--- src/rtl/max_pool_stream.sv ---
// Streaming 2x2 / stride-2 pooling engine (max or floor-average) for raster-scan feature maps.
// Top-row pair results are parked in a half-width line buffer until the matching bottom row arrives.
module max_pool_stream #(
    parameter int DATA_SIZE = 16,
    parameter int CHANNELS  = 6,
    parameter int IMG_W     = 28,
    parameter int IMG_H     = 28,
    parameter int POOL_MODE = 0
) (
    input  logic                          clk,
    input  logic                          rst_n,
    input  logic                          in_valid,
    output logic                          in_ready,
    input  logic [CHANNELS*DATA_SIZE-1:0] in_data,
    output logic                          out_valid,
    input  logic                          out_ready,
    output logic [CHANNELS*DATA_SIZE-1:0] out_data,
    output logic                          out_last
);

    // Partial sums need one guard bit; the final four-sample sum needs two.
    localparam int PW       = DATA_SIZE + 1;
    localparam int SW       = DATA_SIZE + 2;
    localparam int COL_W    = $clog2(IMG_W);
    localparam int ROW_W    = $clog2(IMG_H);
    localparam int LB_DEPTH = IMG_W / 2;
    localparam int LB_AW    = (LB_DEPTH > 1) ? $clog2(LB_DEPTH) : 1;
    localparam bit AVG_MODE = (POOL_MODE == 32'sd1);
    localparam logic [COL_W-1:0] COL_LAST = COL_W'(IMG_W - 1);
    localparam logic [ROW_W-1:0] ROW_LAST = ROW_W'(IMG_H - 1);

    logic [COL_W-1:0]             col_r;
    logic [ROW_W-1:0]             row_r;
    logic [CHANNELS*DATA_SIZE-1:0] left_r;
    logic [CHANNELS*PW-1:0]       linebuf_r [LB_DEPTH];
    logic                         out_valid_r;
    logic [CHANNELS*DATA_SIZE-1:0] out_data_r;
    logic                         out_last_r;

    logic                         in_ready_s;
    logic                         accept_s;
    logic                         load_s;
    logic                         store_s;
    logic                         last_s;
    logic [LB_AW-1:0]             lb_idx_s;
    logic [CHANNELS*PW-1:0]       lb_rd_s;
    logic [CHANNELS*PW-1:0]       pair_s;
    logic [CHANNELS*DATA_SIZE-1:0] result_s;

    // Horizontal combine of two raw samples; result carries a guard bit.
    function automatic logic [PW-1:0] pair_combine(input logic [DATA_SIZE-1:0] a,
                                                   input logic [DATA_SIZE-1:0] b);
        logic [PW-1:0] ax;
        logic [PW-1:0] bx;
        logic [PW-1:0] res;
        ax = {a[DATA_SIZE-1], a};
        bx = {b[DATA_SIZE-1], b};
        if (AVG_MODE) begin
            res = ax + bx;
        end else if ($signed(bx) > $signed(ax)) begin
            res = bx;
        end else begin
            res = ax;
        end
        return res;
    endfunction

    // Vertical combine of the upper (buffered) and lower pair; average floors via the shift.
    function automatic logic [DATA_SIZE-1:0] final_combine(input logic [PW-1:0] up,
                                                           input logic [PW-1:0] low);
        logic [SW-1:0]        ux;
        logic [SW-1:0]        lx;
        logic [SW-1:0]        sum_v;
        logic [DATA_SIZE-1:0] res;
        ux    = {up[PW-1], up};
        lx    = {low[PW-1], low};
        sum_v = ux + lx;
        if (AVG_MODE) begin
            res = DATA_SIZE'(sum_v >> 2'd2);
        end else if ($signed(lx) > $signed(ux)) begin
            res = DATA_SIZE'(lx);
        end else begin
            res = DATA_SIZE'(ux);
        end
        return res;
    endfunction

    // Handshake decode, line-buffer addressing and per-channel datapath.
    always_comb begin
        in_ready_s = 1'b0;
        accept_s   = 1'b0;
        load_s     = 1'b0;
        store_s    = 1'b0;
        last_s     = 1'b0;
        lb_idx_s   = '0;
        lb_rd_s    = '0;
        pair_s     = '0;
        result_s   = '0;

        in_ready_s = rst_n && (!out_valid_r || out_ready);
        accept_s   = in_valid && in_ready_s;
        store_s    = accept_s && col_r[0] && !row_r[0];
        load_s     = accept_s && col_r[0] && row_r[0];
        last_s     = (row_r == ROW_LAST) && (col_r == COL_LAST);
        lb_idx_s   = LB_AW'(col_r >> 1'b1);
        lb_rd_s    = linebuf_r[lb_idx_s];
        for (int c = 0; c < CHANNELS; c++) begin
            pair_s[c*PW +: PW] = pair_combine(left_r[c*DATA_SIZE +: DATA_SIZE],
                                              in_data[c*DATA_SIZE +: DATA_SIZE]);
            result_s[c*DATA_SIZE +: DATA_SIZE] = final_combine(lb_rd_s[c*PW +: PW],
                                                               pair_s[c*PW +: PW]);
        end
    end

    // Raster position: col wraps into row, row wraps at the frame boundary.
    always_ff @(posedge clk) begin
        if (!rst_n) begin
            col_r <= '0;
            row_r <= '0;
        end else if (accept_s) begin
            if (col_r == COL_LAST) begin
                col_r <= '0;
                if (row_r == ROW_LAST) begin
                    row_r <= '0;
                end else begin
                    row_r <= row_r + ROW_W'(1);
                end
            end else begin
                col_r <= col_r + COL_W'(1);
            end
        end else begin
            col_r <= col_r;
            row_r <= row_r;
        end
    end

    // Left pixel of the current horizontal pair.
    always_ff @(posedge clk) begin
        if (!rst_n) begin
            left_r <= '0;
        end else if (accept_s && !col_r[0]) begin
            left_r <= in_data;
        end else begin
            left_r <= left_r;
        end
    end

    // Top-row pair results; contents are meaningless until rewritten, so no reset.
    always_ff @(posedge clk) begin
        if (store_s) begin
            linebuf_r[lb_idx_s] <= pair_s;
        end
    end

    // Single-entry output register; a load in the same cycle as a pop wins.
    always_ff @(posedge clk) begin
        if (!rst_n) begin
            out_valid_r <= 1'b0;
            out_data_r  <= '0;
            out_last_r  <= 1'b0;
        end else if (load_s) begin
            out_valid_r <= 1'b1;
            out_data_r  <= result_s;
            out_last_r  <= last_s;
        end else if (out_ready) begin
            out_valid_r <= 1'b0;
            out_data_r  <= out_data_r;
            out_last_r  <= out_last_r;
        end else begin
            out_valid_r <= out_valid_r;
            out_data_r  <= out_data_r;
            out_last_r  <= out_last_r;
        end
    end

    assign in_ready  = in_ready_s;
    assign out_valid = out_valid_r;
    assign out_data  = out_data_r;
    assign out_last  = out_last_r;

endmodule

--- config.mk ---
export PLATFORM = sky130hd
export DESIGN_NAME = max_pool_stream
export DESIGN_NICKNAME = d
export VERILOG_FILES = /design/src/rtl/max_pool_stream.sv
export SDC_FILE = /design/constraint.sdc
export NUM_CORES = 2
export LEC_CHECK = 0
export ABC_CLOCK_PERIOD_IN_PS = 11600
export CAP_MARGIN = 5
export CORE_MARGIN = 4
export CORE_UTILIZATION = 40
export DETAILED_ROUTE_END_ITERATION = 16
export SLEW_MARGIN = 20
export SYNTH_ARGS = -nofsm -noshare
export SYNTH_HDL_FRONTEND = slang
export SYNTH_SLANG_ARGS = --single-unit
--- constraint.sdc ---
create_clock -name clk -period 11.6 [get_ports clk]
set_input_delay 2.32 -clock clk [delete_from_list [all_inputs] [get_ports clk]]
set_output_delay 2.32 -clock clk [all_outputs]
set_load 0.02 [all_outputs]
Word level (Yosys, flattened, before mapping)

Memory sizes are Yosys's and may differ from the RTL's. A register that Yosys moved wholly into a read port is not among the register bits.
Index checks and enable logic that the tools add are counted.
Widths: inputs -> output; s select.

Register bits after elaboration: 204
Bits in writable memories: 1,428
Word-level logic and storage cells: 56
Memories: 1

Add/subtract/negate cells: 2
Magnitude comparators: 12
Equal/unequal tests: 2
Mux-type cells: 20
Reductions and logical operators: 13

Memories:

| memory    | depth | bits a word | rd ports | clocked after Yosys merged registers in | write ports | line | source |
|---|---|---|---|---|---|---|---|
| linebuf_r | 14    | 102         | 1        | 1                                       | 1           | 35   | `logic [CHANNELS*PW-1:0] linebuf_r [LB_DEPTH];` |

Operator list:

| operator            | count |
|---|---|
| $gt 17x17->1        | 6 |
| $mux 17             | 6 |
| $gt 16x16->1        | 6 |
| $mux 16             | 6 |
| $add 5x1->5 const B | 2 |
| $eq 5x5->1 const B  | 2 |
| $mux 5              | 2 |
| $mux 4              | 2 |
| $logic_and 1x1->1   | 7 |
| $mux 1              | 4 |
| $logic_not 1->1     | 3 |
| $reduce_and 2->1    | 1 |
| $reduce_bool 2->1   | 1 |
| $logic_or 1x1->1    | 1 |

Depth between registers and ports, before layout

Depth in word-level cells: 8
Mapped depth: 23
Depth with buffers taken out: 19

Worst setup path after synthesis

No wires, ideal clock.

Path type: input-to-reg
From: in out_ready
To: mem linebuf_r[0][0] (netlist name), enable pin
Setup time: 0.668 ns
Data arrival time: 9.752 ns
Setup slack: 1.180 ns
Cell stages on the path: 7
Path buffers: 1
Path through: nand2b_1 > and3_1 > clkbuf_1 > nand2_1 > nor3_1 > nand2b_1 > nor3_1

Word-level cells in the longest chain between the ends: 7

RTL lines:

| element                        | line | source |
|---|---|---|
| start: declaration             | 16   | `input logic out_ready,` |
| $logic_or 1x1->1               | 100  | `in_ready_s = rst_n && (!out_valid_r \|\| out_ready);` |
| $logic_and 1x1->1              | 100  |  |
| $logic_and 1x1->1              | 101  | `accept_s = in_valid && in_ready_s;` |
| $logic_and 1x1->1 (2 in a row) | 102  | `store_s = accept_s && col_r[0] && !row_r[0];` |
| $mux 1                         | 150  | `if (store_s) begin` |
| $mux 1 (not written as such)   | 151  | `linebuf_r[lb_idx_s] <= pair_s;` |
| end: declaration               | 35   |  |

Every way passes these cells.

Final worst setup path

From: in in_data[9]
To: reg out_data_r[3] (netlist: out_data[3])

Word-level cells in the longest chain between the ends: 4

RTL lines:

| element                | line | source |
|---|---|---|
| start: declaration     | 14   | `input logic [CHANNELS*DATA_SIZE-1:0] in_data,` |
| $gt 16x16->1           | 60   | `end else if ($signed(bx) > $signed(ax)) begin` |
| $mux 17                | 60   |  |
| via pair_s[10]         | 47   | `logic [CHANNELS*PW-1:0] pair_s;` |
| $gt 17x17->1           | 80   | `end else if ($signed(lx) > $signed(ux)) begin` |
| $mux 16                | 80   |  |
| end signal: assignment | 163  | `out_data_r <= result_s;` |
| end signal: assignment | 167  | `out_data_r <= out_data_r;` |
| end signal: assignment | 171  | `out_data_r <= out_data_r;` |
| end: declaration       | 37   | `logic [CHANNELS*DATA_SIZE-1:0] out_data_r;` |

The timed path passes the listed nets, and every way through them passes these cells.
A chain may end at the register's enable or synchronous reset.

==> impl_results.md <==
- Non-Filler Instances: around 6600
- Row Count: 148
- Metal3 WL: between 8000 and 9000 um
- Total CTS buffers: 163
- Setup TNS: 0 ns
- Worst Reg-to-Reg Cells: 15
- Maximum fanout along the worst path: 18
- Most used cell, CP: nor2_1
- Lkg Pwr: 0.0244 uW
- Most common cell in the netlist: edfxtp_1
- Switching share of total power: 21.9%
- Port Buffers: between 150 and 200
- CTS hold repair buffers: 0
- FF+latch count, synth: 1552
- Core area: 163000 sq um
- Setup repair bufs after CTS: 0
- Vias in the first global route: between 30000 and 40000
- Req. time, crit path: approximately 12 ns
- Post-layout util: 46.3%
- Max H-tree Level: 4
- RSZ-0062 raised after global routing: false
- Combinational fraction of design power: 6.1%
- CTS tree: yes
- Synthesized Nets: 4372
- CP Cell Sequence: clkdlybuf4s50_1, ha_1, a21oi_1, nor2_1, a211oi_1, o21ai_0, o41a_2, o22ai_4, mux2_2, ha_1, a21o_1, a21o_1, a21oi_1, o21ai_0, nor2_1, mux2_2, nor2_1, a221o_1
- Synth top area share: 61.7%
- Area Overhead vs Synth: 15.2%
- Largest stage delay, worst path: 0.75 ns
- Internal Power: 9510 uW
- Total routed wirelength: 165000 um
- Fin. max-slew vios: 0
- Status: finished, final reports clean
- Avg Cell Area, Syn: 16.0 sq um
- Clock Path Buffers: 3
- Cell count after synthesis: 4078
- Hold WS: 0.478 ns
- CP max stage cell: nor2_1
- Max Cap Viol: 0
- Gr usage total: 19.3%
- DR vias/cell: 5.56
- Initial Util: 40.2%
- WS Path Type: primary input to flop
- Final ANT Viol Nets: 0
- Crit path depth: 18
- Routed WL per cell: around 25 um
- Async S/R FF share, synth: 0%
- Final setup vio count: 0
- Maximum VDD drop: 154 uV
- Die H: slightly above 400 um
- Crit path buf inv count: 1
- Met2 wire length: 80900 um
- Part of the power in registers: 51.0%
- Synth area leaders: edfxtp_1, mux4_2, dfxtp_1
- Initial antenna violation count: 8
- Final hold violations: 0
- DRC viols: 0
- Register area share after synthesis: approximately 68%
- Hold WC Path Type: flop to flop
- DP Area: 70000 sq um
- Gr ovfl total: 0
- Clk_skew: 0.0298 ns
- Metal-1 WL: a little over 70000 um
- Top routing layer in use: met5
- Period utilisation layout: 61.3%
- I/O pin cnt: 199
- DP HPWL: 90000 um
- CP Launch Type: primary input
- Leading area contributor after synthesis: edfxtp_1
- Die area: between 150000 and 200000 sq um
- Die W: 412 um
- Number of synthesized flops with an enable pin: 1344
- Syn. warnings: 0
- Worst Hold Depth: 2
- Root Buffer: clkbuf_16
- Net switching power figure: 2660 uW
- Largest net degree at the start of global routing: 119
- Nets: 4562
- Power Density: 162 nW/um^2
- Crit path DAT: 7.84 ns
- Most frequent cells after synthesis: edfxtp_1, nand2_1, mux4_2, a21oi_1, nor2_1
- Dpl cells: approximately 6300
- CP delay by family, top: compound AO/OA/AOI/OAI gates
- Post-cts resize count: 0
- Final Cell Area: 75300 sq um
- Worst-path clk slew: 0.06 ns
- Clock insertion delay at the later pin of the skew report: 0.79 ns
- Max transition margin: 26.8%
- Slew @ Worst Pin: 1.10 ns
- Commonest register cell after synthesis: edfxtp_1
- Clk sinks: 1552
- Synthesized area: 65400 sq um
- Layout cells sized above 1: about 17%
- Min Tclk post-route: just over 7 ns
- Initial DRC count: between 3000 and 4000
- Crit. End Element: flop
- Router iterations before antenna repair: 5
- Highest clock rate: 0.141 GHz
- Gpl congestion: a little over 0.8
- Routed via count: 36600
- Wire length of the first global-routing pass: 244000 um
- Unique masters post-synth: 60
- Clock Power Share: 42.9%
==> flip-flops by register name (all words and copies together) (netlist names), named ones only <==
name and cells:
linebuf_r 1344, out_last 1, out_valid 1, col_r 5
left_r 96, row_r 5, out_data 96
==> kinds of logic after synthesis <==
family                   share of synthesized area (%)
AO/OA/AOI/OAI                                     6.68
AND/OR/NAND/NOR                                   5.20
buffers and inverters                             2.07
adder cells (fa/ha/maj)                           3.71
flip-flops                                        68.1
multiplexers                                      14.2
==> cell usage in the layout, fill, tap and decap left out, drive strengths merged, types with 17 or more instances in the layout <==
master,instances
a21boi,103
a21o,43
a21oi,282
a22o,17
a31o,46
and3,18
buf,62
clkbuf,225
clkdlybuf4s50,197
clkinv,53
dfxtp,208
edfxtp,1344
ha,194
inv,114
mux2,73
mux2i,184
mux4,294
nand2,315
nand3,96
nand4,33
nor2,245
o21ai,26
o221a,17
o31ai,47
==> tightest hold or removal path, stage by stage (launching register included) <==
cell,delay (ns)
dfxtp_1,0.31
nand2_1,0.05
a21boi_0,0.06
==> power by group through the flow <==
| stage | Sequential (uW) | Combinational (uW) | Clock, uW |
|---|---|---|---|
| after floorplan | 6320 | 484 | 0 |
| after global placement | 6330 | 726 | 0 |
| after detailed placement | 6330 | 742 | 0 |
| after CTS | 6210 | 745 | 5330 |
| after global routing | 6210 | 820 | 5580 |
| final | 6210 | 742 | 5220 |
==> layer usage <==
metal | vias to the layer above | GRT usage, %
met1 | 19100 | 26.3
met5 | - | 0
met3 | 229 | 2.99
li1 | 16400 | -
met4 | 4 | 5.29
met2 | 925 | 32.2
==> cell type report <==
| class | instances | area [sq um] |
|---|---|---|
| Fill cell | 14000 | 87300 |
| Sequential cell | 1552 | 44500 |
| Multi-Input combinational cell | 2184 | 19700 |
| Clock buffer | 225 | 4530 |
| Tap cell | 2175 | 2720 |
| Timing Repair Buffer | 259 | 2610 |
| Clock inverter | 78 | 822 |
| Inverter | 108 | 405 |
| Antenna cell | 2 | 5.00 |
==> metrics by stage <==
step / total power, uW / worst slack [ns]
finish: 12200 / 4.49
CTS: 12300 / 4.56
global placement: 7050 / 3.69
floorplan: 6810 / 1.18
global route: 12600 / 4.19
detailed placement: 7070 / 3.71
==> worst paths after layout <==
kind              slack (ns)                    start                        to
setup / recovery        4.49               in_data[9]  out_data[3]$_SDFFE_PN0P_
hold / removal          0.48  left_r[71]$_SDFFE_PN0P_   left_r[71]$_SDFFE_PN0P_
setup reg to reg        5.90                     flop  out_data[3]$_SDFFE_PN0P_
hold reg to reg         0.48  left_r[71]$_SDFFE_PN0P_   left_r[71]$_SDFFE_PN0P_
(Power assumes the default switching activity.)
